==> src/rtl/mem_access_unit.sv <==
// Purpose : byte/halfword load-store unit in front of a 256x8 data memory, with one
//           memory-mapped I/O byte at IO_ADDR (io_out register for stores, io_in for loads).
// Latency : response one cycle after the accept edge for byte accesses and two cycles for
//           halfword accesses. A misaligned halfword responds in the cycle right after accept.
// Backpressure: req_ready is high only while idle. Requests offered while busy are dropped,
//           not queued.
// Build option: define MAU_HALFWORD_EN to build 16-bit accesses and the misalignment error.
//           Without it, req_half is ignored and rsp_err is tied to 0.
// Ports   : clk/rst (async, active-low); req_valid/req_ready/req_we/req_half/req_addr/req_wdata
//           request side; rsp_valid/rsp_rdata/rsp_err response side; mem_a/mem_wd/mem_we/mem_rd
//           memory side; io_out/io_in I/O port.
module mem_access_unit #(
  parameter logic [7:0] IO_ADDR = 8'hFF
) (
  input  logic        clk,
  input  logic        rst,
  input  logic        req_valid,
  output logic        req_ready,
  input  logic        req_we,
  input  logic        req_half,
  input  logic [7:0]  req_addr,
  input  logic [15:0] req_wdata,
  output logic        rsp_valid,
  output logic [15:0] rsp_rdata,
  output logic        rsp_err,
  output logic [7:0]  mem_a,
  output logic [7:0]  mem_wd,
  output logic        mem_we,
  input  logic [7:0]  mem_rd,
  output logic [7:0]  io_out,
  input  logic [7:0]  io_in
);

  typedef enum logic [1:0] {IDLE, ACC0, ACC1, RESP} state_t;

  state_t      state, state_nxt;
  logic        we_q;
  logic        half_q;
  logic [7:0]  addr_q;
  logic [15:0] wdata_q;
  logic        req_mis;
  logic        in_acc;
  logic [7:0]  cur_addr;
  logic [7:0]  cur_byte;
  logic        cur_io;
  logic [7:0]  rd_byte;

`ifdef MAU_HALFWORD_EN
  logic err_q;

  assign req_mis = req_half & req_addr[0];
  assign rsp_err = (state == RESP) & err_q;

  always_ff @(posedge clk or negedge rst) begin
    if (!rst) begin
      half_q <= 1'b0;
      err_q  <= 1'b0;
    end else if (state == IDLE && req_valid) begin
      half_q <= req_half;
      err_q  <= req_mis;
    end
  end
`else
  // Byte-only build: req_half is accepted on the port but has no effect.
  logic unused_half;
  assign unused_half = req_half;
  assign half_q      = 1'b0;
  assign req_mis     = 1'b0;
  assign rsp_err     = 1'b0;
`endif

  assign req_ready = (state == IDLE);
  assign rsp_valid = (state == RESP);

  // Address/data of the byte being accessed this cycle. Even halfwords top out at
  // FE+1 = FF, so the 8-bit increment never wraps for an accepted access.
  assign in_acc   = (state == ACC0) || (state == ACC1);
  assign cur_addr = (state == ACC1) ? (addr_q + 8'd1) : addr_q;
  assign cur_byte = (state == ACC1) ? wdata_q[15:8] : wdata_q[7:0];
  assign cur_io   = (cur_addr == IO_ADDR);
  assign rd_byte  = cur_io ? io_in : mem_rd;

  assign mem_a  = in_acc ? cur_addr : 8'h00;
  assign mem_wd = in_acc ? cur_byte : 8'h00;
  assign mem_we = in_acc & we_q & ~cur_io;

  always_ff @(posedge clk or negedge rst) begin
    if (!rst) state <= IDLE;
    else      state <= state_nxt;
  end

  always_comb begin
    state_nxt = state;
    case (state)
      IDLE: if (req_valid) state_nxt = req_mis ? RESP : ACC0;
      ACC0: state_nxt = half_q ? ACC1 : RESP;
`ifdef MAU_HALFWORD_EN
      ACC1: state_nxt = RESP;
`endif
      RESP: state_nxt = IDLE;
      default: state_nxt = IDLE;
    endcase
  end

  // Request capture. Only the idle-state handshake loads these, so later input changes are inert.
  always_ff @(posedge clk or negedge rst) begin
    if (!rst) begin
      we_q    <= 1'b0;
      addr_q  <= 8'h00;
      wdata_q <= 16'h0000;
    end else if (state == IDLE && req_valid) begin
      we_q    <= req_we;
      addr_q  <= req_addr;
      wdata_q <= req_wdata;
    end
  end

  // Load data and I/O output register, updated at the end of each access cycle.
  always_ff @(posedge clk or negedge rst) begin
    if (!rst) begin
      rsp_rdata <= 16'h0000;
      io_out    <= 8'h00;
    end else if (in_acc) begin
      if (we_q) begin
        if (cur_io) io_out <= cur_byte;
      end else if (state == ACC0) begin
        // A halfword keeps the old upper byte until ACC1 replaces it. A byte load zero-extends.
        if (half_q) rsp_rdata[7:0] <= rd_byte;
        else        rsp_rdata      <= {8'h00, rd_byte};
      end else begin
        rsp_rdata[15:8] <= rd_byte;
      end
    end
  end

endmodule

==> config.mk <==
export PLATFORM = sky130hd
export DESIGN_NAME = mem_access_unit
export DESIGN_NICKNAME = d
export VERILOG_FILES = /design/src/rtl/mem_access_unit.sv
export SDC_FILE = /design/constraint.sdc
export NUM_CORES = 1
export LEC_CHECK = 0
export CORE_MARGIN = 10
export CORE_UTILIZATION = 46
export DETAILED_ROUTE_END_ITERATION = 16
export PLACE_DENSITY = 0.8
export SLEW_MARGIN = 5
export SYNTH_ARGS = -nofsm -noshare
export SYNTH_HDL_FRONTEND = slang
export SYNTH_SLANG_ARGS = --single-unit
==> constraint.sdc <==
create_clock -name clk -period 3.3 [get_ports clk]
set_input_delay 0.99 -clock clk [delete_from_list [all_inputs] [get_ports clk]]
set_output_delay 0.99 -clock clk [all_outputs]
set_load 0.02 [all_outputs]
* After elaboration in Yosys (flattened, before gate mapping)
Index checks and enable logic that the tools add are counted.
Storage, ports and cells: output and inout bits 44, bits of input ports 45, logic and storage cells 31, register bits 51
Cells by class: bitwise logic cells 4, eq/ne operators 5, muxes and demuxes 8, reductions and logical operators 6, add/subtract/negate cells 1
Operators by type and width (count):
- 8-bit 2-to-1 mux | 6
- 8-bit by 1-bit adder with 8-bit output, second input constant | 1
- 8-bit == test, second input constant | 1
- 3-bit AND reduction | 2
- 2-bit == test, second input constant | 2
- 2-bit one-hot mux with 2 select lines | 1
- 1-bit bitwise AND | 2
- 2-bit by 1-bit == test with 1-bit output, second input constant | 1
- 2-bit zero test | 1
- 2-bit 2-to-1 mux | 1
- 2-bit inequality test, second input constant | 1
- 1-bit inverter | 2
- 2-bit AND reduction | 1
- 1-bit logical AND | 1
- 1-bit logical OR | 1

* Logic depth before layout (Yosys ltp)
Gate-level depths: netlist of run 1.
depth in word-level cells 5, mapped depth 11, depth with buffers taken out 7

* Worst setup path after synthesis of run 1
Ideal clock, no wire load.
kind register to output, from register state[0], to output port mem_we, path buffers 3, data required time 2.310 ns, data arrival time 2.246 ns, stages on the path, launching flop included 11, slack 0.064 ns, path through dfrtp_1 inv_1 ha_1 buf_2 and4_1 clkbuf_1 o21ai_0 a32oi_2 or2_1 buf_6 nor2b_1
On the way: longest elaborated chain between the ends 5, elaborated cells between the ends (all ways) 8, classes of those cells eq/ne (3); mux (1); bitwise (3); reduce/logical (1)
RTL lines:
- from (decl) | RTL line 36 | state_t state, state_nxt;
- from (signal assigned) | RTL line 89 | else state <= state_nxt;
- 2-bit == test | RTL line 77, 78
- 8-bit 2-to-1 mux | RTL line 78 | assign cur_addr = (state == ACC1) ? (addr_q + 8'd1) : addr_q;
- 8-bit == test | RTL line 80 | assign cur_io = (cur_addr == IO_ADDR);
- 1-bit inverter | RTL line 85 | assign mem_we = in_acc & we_q & ~cur_io;
- 1-bit bitwise AND * | RTL line 85
- to (decl) | RTL line 28 | output logic mem_we,
Mark *: on every way between the ends. The rest lies on a longest branch, timed or not.

* Worst setup path after layout of run 1
from register addr_q[0], to output port mem_we
On the way: longest elaborated chain between the ends 5
RTL lines:
- from (decl) | RTL line 39 | logic [7:0] addr_q;
- from (signal assigned) | RTL line 113 | addr_q <= req_addr;
- 8-bit by 1-bit adder with 8-bit output | RTL line 78
- 8-bit 2-to-1 mux * | RTL line 78
- 8-bit == test * | RTL line 80
- 1-bit inverter * | RTL line 85
- 1-bit bitwise AND * | RTL line 85
Marks and branches as above.

==> results of run 1 <==
## cells in the mapped netlist (all sizes together)
cell type  instances  area [um^2]
xor2               3         26.3
a21boi             1         7.51
inv               12         45.0
or2                2         12.5
nor3               1         16.3
nand4b             1         8.76
nand4              3         18.8
nand3              2         10.0
xnor2              5         43.8
or4b               1         10.0
and4               1         8.76
mux2              25          282
dfrtp             51         1280
ha                 5         62.6
nand3b             1         7.51
clkbuf            10         37.5
and2               6         37.5
nand2             37          139
o22ai              1         6.26
o211ai            32          290
o31a               1         8.76
conb               1         3.75
nor2b             11         68.8
a32oi              1         16.3
o21ai              4         20.0
nand2b             2         12.5
nor2               2         7.51
buf                8         67.6
mux2i             16          160
o31ai              1         7.51
## sequential cells by signal, indices dropped and copies added, names as in the netlist
signal	count
we_q	1
addr_q	8
wdata_q	16
io_out	8
state	2
rsp_rdata	16
## kinds of logic after synthesis
logic type,after synthesis
other,1
adders and majority gates,5
AOI/OAI and AO/OA,41
xor gates and xnor gates,8
DFF,51
muxes,41
and+or+nand+nor,70
buffers and inverters,30
## power by group through the flow
stage               Combinational, mW  Clock (mW)  Sequential (mW)
floorplan                        1.22           0             1.18
global placement                 2.25           0             1.08
detailed placement               2.28           0             1.10
CTS                              2.29       0.361             1.09
global route                     2.46       0.388             1.13
finish                           2.25       0.347             1.09
## final timing paths
kind	startpoint	slack, ns	depth (start not counted)	end
hold / removal	rst	0.47	1	io_out[1]$_DFFE_PN0P_
max in group asynchronous	rst	2.31	2	wdata_q[6]$_DFFE_PN0P_
setup / recovery	addr_q[0]$_DFFE_PN0P_	-0.03	7	mem_we
min in group clk	rsp_rdata[8]$_DFFE_PN0P_	0.51	2	rsp_rdata[8]$_DFFE_PN0P_
setup reg to reg	addr_q[0]$_DFFE_PN0P_	0.76	7	io_out[5]$_DFFE_PN0P_
hold reg to reg	rsp_rdata[8]$_DFFE_PN0P_	0.51	2	rsp_rdata[8]$_DFFE_PN0P_
## cell type report
class	instances	area [um^2]	area share, %
repair buffers	106	1020	26.7
flip-flops and latches	51	1280	33.3
multi-input cells	166	1310	34.3
clock buffers	5	68.8	1.80
inverters	12	45.0	1.18
well taps	72	90.1	2.35
clock inverters	3	15.0	0.392
## layer usage
metal	vias to the layer above	wire, um	GRT usage, %
li1	1048	-	-
met1	1060	3230	19.1
met2	89	3120	22.5
met3	10	612	6.67
met4	0	103	3.27
met5	-	0	0
## timing repair
action / 4_1_cts / 5_1_grt
buffers inserted: 0 / 1
hold endpoints to repair: 0 / 0
gates cloned: 0 / 0
endpoints found under the setup margin: 8 / 11
gates resized for setup: 13 / 10
## stage by stage
step,std cells,setup TNS [ns],utilization (%)
final,415,-0.0251,68.3
after global routing,415,-0.113,68.3
after CTS,414,-0.0613,67.6
after detailed placement,406,-0.143,66.0
after global placement,406,-0.151,66.0
after floorplan,247,0,-
## worst register-to-register path, cell delays in order, from the launching register on
cell and delay [ns]:
dfrtp_1 0.39, ha_1 0.28, nand2_1 0.06, o31a_1 0.28, or4b_4 0.48, buf_4 0.21, nor3_4 0.51, mux2i_1 0.26
==> results.sh, run 1 <==
export IMPL_drive_gt1_share_pct=21.0
export IMPL_drv_cap=0
export IMPL_grt_start_max_net_pins=30
export IMPL_setup_ws_ns=-0.0251
export IMPL_skew_ns=0.00632
export IMPL_drc_errors=0
export IMPL_cts_sinks=51
export IMPL_nFillCells=454
export IMPL_slew_headroom_pct=61.7
export IMPL_cts_max_path_buffers=2
export IMPL_track_usage_pct=14.9
export IMPL_grt_overflow=0
export IMPL_clk_latency_ns=0.30
export IMPL_ir_drop_v=0.000591
export IMPL_clk_pin_slew_ns=0.09
export IMPL_grt_pass1_vias=2342
export IMPL_cp_top_family="simple AND/OR/NAND/NOR gates"
export IMPL_area_growth_pct=40.8
export IMPL_die_h_um=96.9
export IMPL_cts_tree="yes"
export IMPL_synth_area_per_cell_um2=11.0
export IMPL_fin_crit_sh_pct=101
export IMPL_cp_max_fo=2
export IMPL_place_ws_ns=-0.143
export IMPL_synth_seq_area_share_pct=46.9
export IMPL_ys_seq_elements=51
export IMPL_synth_xor_area_share_pct=2.58
export IMPL_yosys_warnings=0
export IMPL_fmax_mhz=301
export IMPL_layout_nets=392
export IMPL_clock_root_buffer="clkbuf_8"
export IMPL_powerDensity_mw_per_mm2=964
export IMPL_syn_inst=247
export IMPL_synth_compound_area_share_pct=13.1
export IMPL_cp_cell_sequence="ha_1, nand2_1, o31a_1, or4b_4, or2_1, nor2b_1, buf_4"
export IMPL_drt_initial_drc_count=77
export IMPL_p_comb_share_pct=61.1
export IMPL_htreeDepth=2
export IMPL_switching_power_mw=1.54
export IMPL_muxShareOfSynthArea_pct=16.2
export IMPL_cp_arrival_ns=2.34
export IMPL_rows=27
export IMPL_io_pins=89
export IMPL_diodes=0
export IMPL_viasPerCell=5.32
export IMPL_initial_core_util_pct=48.5
export IMPL_setup_violations=1
export IMPL_leakagePower_nw=1.69
export IMPL_hold_viol=0
export IMPL_synth_distinct_cells=36
export IMPL_timing_hold_ws_ns=0.466
export IMPL_share_seq_of_total_power_pct=29.5
export IMPL_stdcell_area_mm2=0.00383
export IMPL_worstPathBufferInverterCount=1
export IMPL_total_power_mw=3.69
export IMPL_portBuffers=86
export IMPL_die_w_um=96.9
export IMPL_layout_common_cells="clkdlybuf4s50_1, dfrtp_1, nand2_1"
export IMPL_dpl_cell_area_mm2=0.00370
export IMPL_rsz0062_at_grt="yes"
export IMPL_wl_um=7070
export IMPL_gp_congestion=0.848
export IMPL_core_mm2=0.00561
export IMPL_synth_simple_area_share_pct=13.2
export IMPL_criticalPathCategory="reg2out"
export IMPL_critPathRequiredTime_ns=2.31
export IMPL_vias=2207
export IMPL_synth_top_family_by_area="multiplexers"
export IMPL_drtAntennaViolNets=0
export IMPL_syn_num_nets=297
export IMPL_max_stage_delay_ns=0.48
export IMPL_drt_pass1_iterations=4
export IMPL_syn_area_mm2=0.00272
export IMPL_tightest_slew_ns=0.572
export IMPL_cp_slowest_cell="or4b_4"
export IMPL_pwr_share_clk_pct=9.4
export IMPL_finalCriticalPeriod_ns=3.33
export IMPL_power_internal_mw=2.14
export IMPL_status="finished with violations"
export IMPL_swShare_pct=41.8
export IMPL_drv_slew=0
export IMPL_routedWlPerCell_um=17.0
export IMPL_hold_buffers=0
export IMPL_die_area_mm2=0.00939
export IMPL_cts_made_buffers=5
export IMPL_grt_pass1_wl_um=12000
export IMPL_dp_hpwl_um=5350
export IMPL_violations="setup timing"
export IMPL_startpoint_type="flop"
export IMPL_hp_class="in2async"
export IMPL_antenna_found_initial=0
export IMPL_synthAdderAreaFrac_pct=2.30
export IMPL_mostFrequentLayoutCell="clkdlybuf4s50_1"
export IMPL_end_kind="primary output"
No activity file was read; power rests on OpenSTA's default activity.
==> run 2: changes to the inputs <==
- PLACE_DENSITY: 0.8 -> 0.82
==> run 2 against run 1 <==
The flow still finishes with violations (setup timing). First-iteration DRC count is 34% lower. Register-to-register slack gained 0.02 ns. Fmax is 0.14% higher. Sequential share of layout area is 0.36 points lower. Final cell count shrank 0.48%. Highest routed layer unchanged. Count of clock-buffer cells in the layout unchanged. Sequential power about the same. Combinational power is essentially flat. Largest cell class unchanged. Clock skew grew 0.0013 ns. Via count shrank 1.8%.
==> results.sh, run 2 (synthesis gave the netlist of run 1 again) <==
export IMPL_status="finished with violations"
export IMPL_violations="setup timing"
export IMPL_cts_tree="yes"
export IMPL_holdPathStages=2
export IMPL_startpoint_type="flop"
export IMPL_htreeDepth=2
export IMPL_worstPathBufferInverterCount=1
export IMPL_cp_slowest_cell="or4b_4"
export IMPL_initial_core_util_pct=48.5
export IMPL_leakagePower_nw=1.67
export IMPL_antenna_found_initial=0
export IMPL_layout_nets=390
export IMPL_final_cells=413
export IMPL_dp_hpwl_um=5380
export IMPL_drt_pass1_iterations=5
export IMPL_finalCriticalPeriod_ns=3.32
export IMPL_skew_ns=0.00765
export IMPL_rr_startpoint="addr_q[1]$_DFFE_PN0P_"
export IMPL_hold_end="rsp_rdata[4]$_DFFE_PN0P_"
export IMPL_cp_top_family="simple AND/OR/NAND/NOR gates"
export IMPL_cp_cell_sequence="ha_4, xnor2_1, o31a_1, or4b_4, or2_4, nor2b_4, buf_6"
export IMPL_clk_latency_ns=0.31
export IMPL_dp_cells=404
export IMPL_viasPerCell=5.25
export IMPL_drive_gt1_share_pct=21.4
export IMPL_hold_viol=0
export IMPL_area_growth_pct=42.3
export IMPL_drc_errors=0
export IMPL_hold_buffers=0
export IMPL_rows=27
export IMPL_portBuffers=86
export IMPL_drt_initial_drc_count=51
export IMPL_io_pins=89
export IMPL_powerDensity_mw_per_mm2=986
export IMPL_fin_crit_sh_pct=101
export IMPL_grt_overflow=0
export IMPL_vias=2168
export IMPL_setup_ws_ns=-0.0204
export IMPL_criticalPathCategory="reg2out"
export IMPL_end_kind="primary output"
export IMPL_clock_root_buffer="clkbuf_8"
export IMPL_ir_drop_v=0.000493
export IMPL_mostFrequentLayoutCell="clkdlybuf4s50_1"
export IMPL_critPathRequiredTime_ns=2.31
export IMPL_core_mm2=0.00561
export IMPL_cts_made_buffers=5
export IMPL_die_h_um=96.9
export IMPL_grt_pass1_vias=2358
export IMPL_gp_congestion=0.801
export IMPL_clk_pin_slew_ns=0.10
export IMPL_cp_arrival_ns=2.33
export IMPL_rsz0062_at_grt="yes"
export IMPL_drv_cap=0
export IMPL_final_core_util_pct=69.0
export IMPL_cts_sinks=51
export IMPL_cp_max_fo=3
export IMPL_drtAntennaViolNets=0
export IMPL_cts_max_path_buffers=2
export IMPL_track_usage_pct=14.8
export IMPL_top_regs="rsp_rdata: 16 flops, wdata_q: 16 flops"
export IMPL_routedWlPerCell_um=17.3
export IMPL_die_area_mm2=0.00939
export IMPL_hp_class="reg2reg"
export IMPL_max_stage_delay_ns=0.48
export IMPL_slew_headroom_pct=60.9
export IMPL_hp_start="rsp_rdata[4]$_DFFE_PN0P_"
export IMPL_r2r_cells=7
export IMPL_drv_slew=0
export IMPL_layout_common_cells="clkdlybuf4s50_1, dfrtp_1, nand2_1"
export IMPL_tightest_slew_ns=0.587
export IMPL_rrSetupSlack_ns=0.78
export IMPL_wl_um=7140
export IMPL_diodes=0
export IMPL_die_w_um=96.9
export IMPL_worstReg2RegEnd="io_out[4]$_DFFE_PN0P_"
export IMPL_fmax_mhz=301
export IMPL_setup_violations=1
export IMPL_grt_pass1_wl_um=11700
export IMPL_grt_start_max_net_pins=27
[run 2: worst register-to-register path: cells and delay by family, from the launching register on]
| family | cells | cell delay [ns] |
|---|---|---|
| xor+xnor | 1 | 0.11 |
| simple gates | 2 | 0.99 |
| flops | 1 | 0.43 |
| mux | 1 | 0.25 |
| fa+ha+maj | 1 | 0.18 |
| compound gates | 1 | 0.28 |
| buf+inv | 1 | 0.21 |
[run 2: how the worst max path moves through the flow]
stage / from / slack, ns / cells after the start / to
floorplan: state[0]$_DFFE_PN0P_ / 0.06 / 10 / mem_we
global placement: state[0]$_DFFE_PN0P_ / -0.15 / 8 / mem_we
detailed placement: state[0]$_DFFE_PN0P_ / -0.18 / 8 / mem_we
CTS: addr_q[1]$_DFFE_PN0P_ / -0.04 / 7 / mem_we
global route: state[0]$_DFFE_PN0P_ / -0.07 / 8 / mem_we
finish: addr_q[1]$_DFFE_PN0P_ / -0.02 / 7 / mem_we
[run 2: repair_timing]
item | in CTS | in global routing
resized for setup | 17 | 14
setup endpoints to repair | 11 | 9
setup buffers | 0 | 1
pin swaps | 0 | 3
hold endpoints to repair | 0 | 0
[run 2: report_power, final]
part | total, mW | leakage, nW | switching (mW) | internal, mW
logic | 2.27 | 0.982 | 1.17 | 1.10
clock network | 0.450 | 0.0587 | 0.220 | 0.230
registers | 1.10 | 0.630 | 0.194 | 0.904
[run 2: final cells by class]
type,instances,area [um^2]
repair buffers,104,997
well taps,72,90.1
clock buffers,5,68.8
inverters,12,45.0
multi-input cells,166,1340
fillers,442,1740
clock inverters,3,47.5
flip-flops and latches,51,1280
[run 2: metrics by stage]
stage	instance area, um^2	hold slack (ns)	setup slack, ns	total power [mW]	setup TNS [ns]
after global routing	3870	0.525	-0.0690	4.08	-0.0690
after detailed placement	3690	0.486	-0.178	3.37	-0.178
after CTS	3810	0.509	-0.0421	3.80	-0.0421
after global placement	3690	0.481	-0.146	3.31	-0.146
after floorplan	2720	0.479	0.0643	2.41	0
final	3870	0.506	-0.0204	3.82	-0.0204
[run 2: metal layers]
metal	part of all wire, %	vias up	track usage, %	wire [um]
met1	44	1043	18.1	3160
met2	47	74	23.5	3370
met4	0.77	0	3.49	55
li1	-	1045	-	-
met5	0	-	0	0
met3	7.9	6	6.17	563
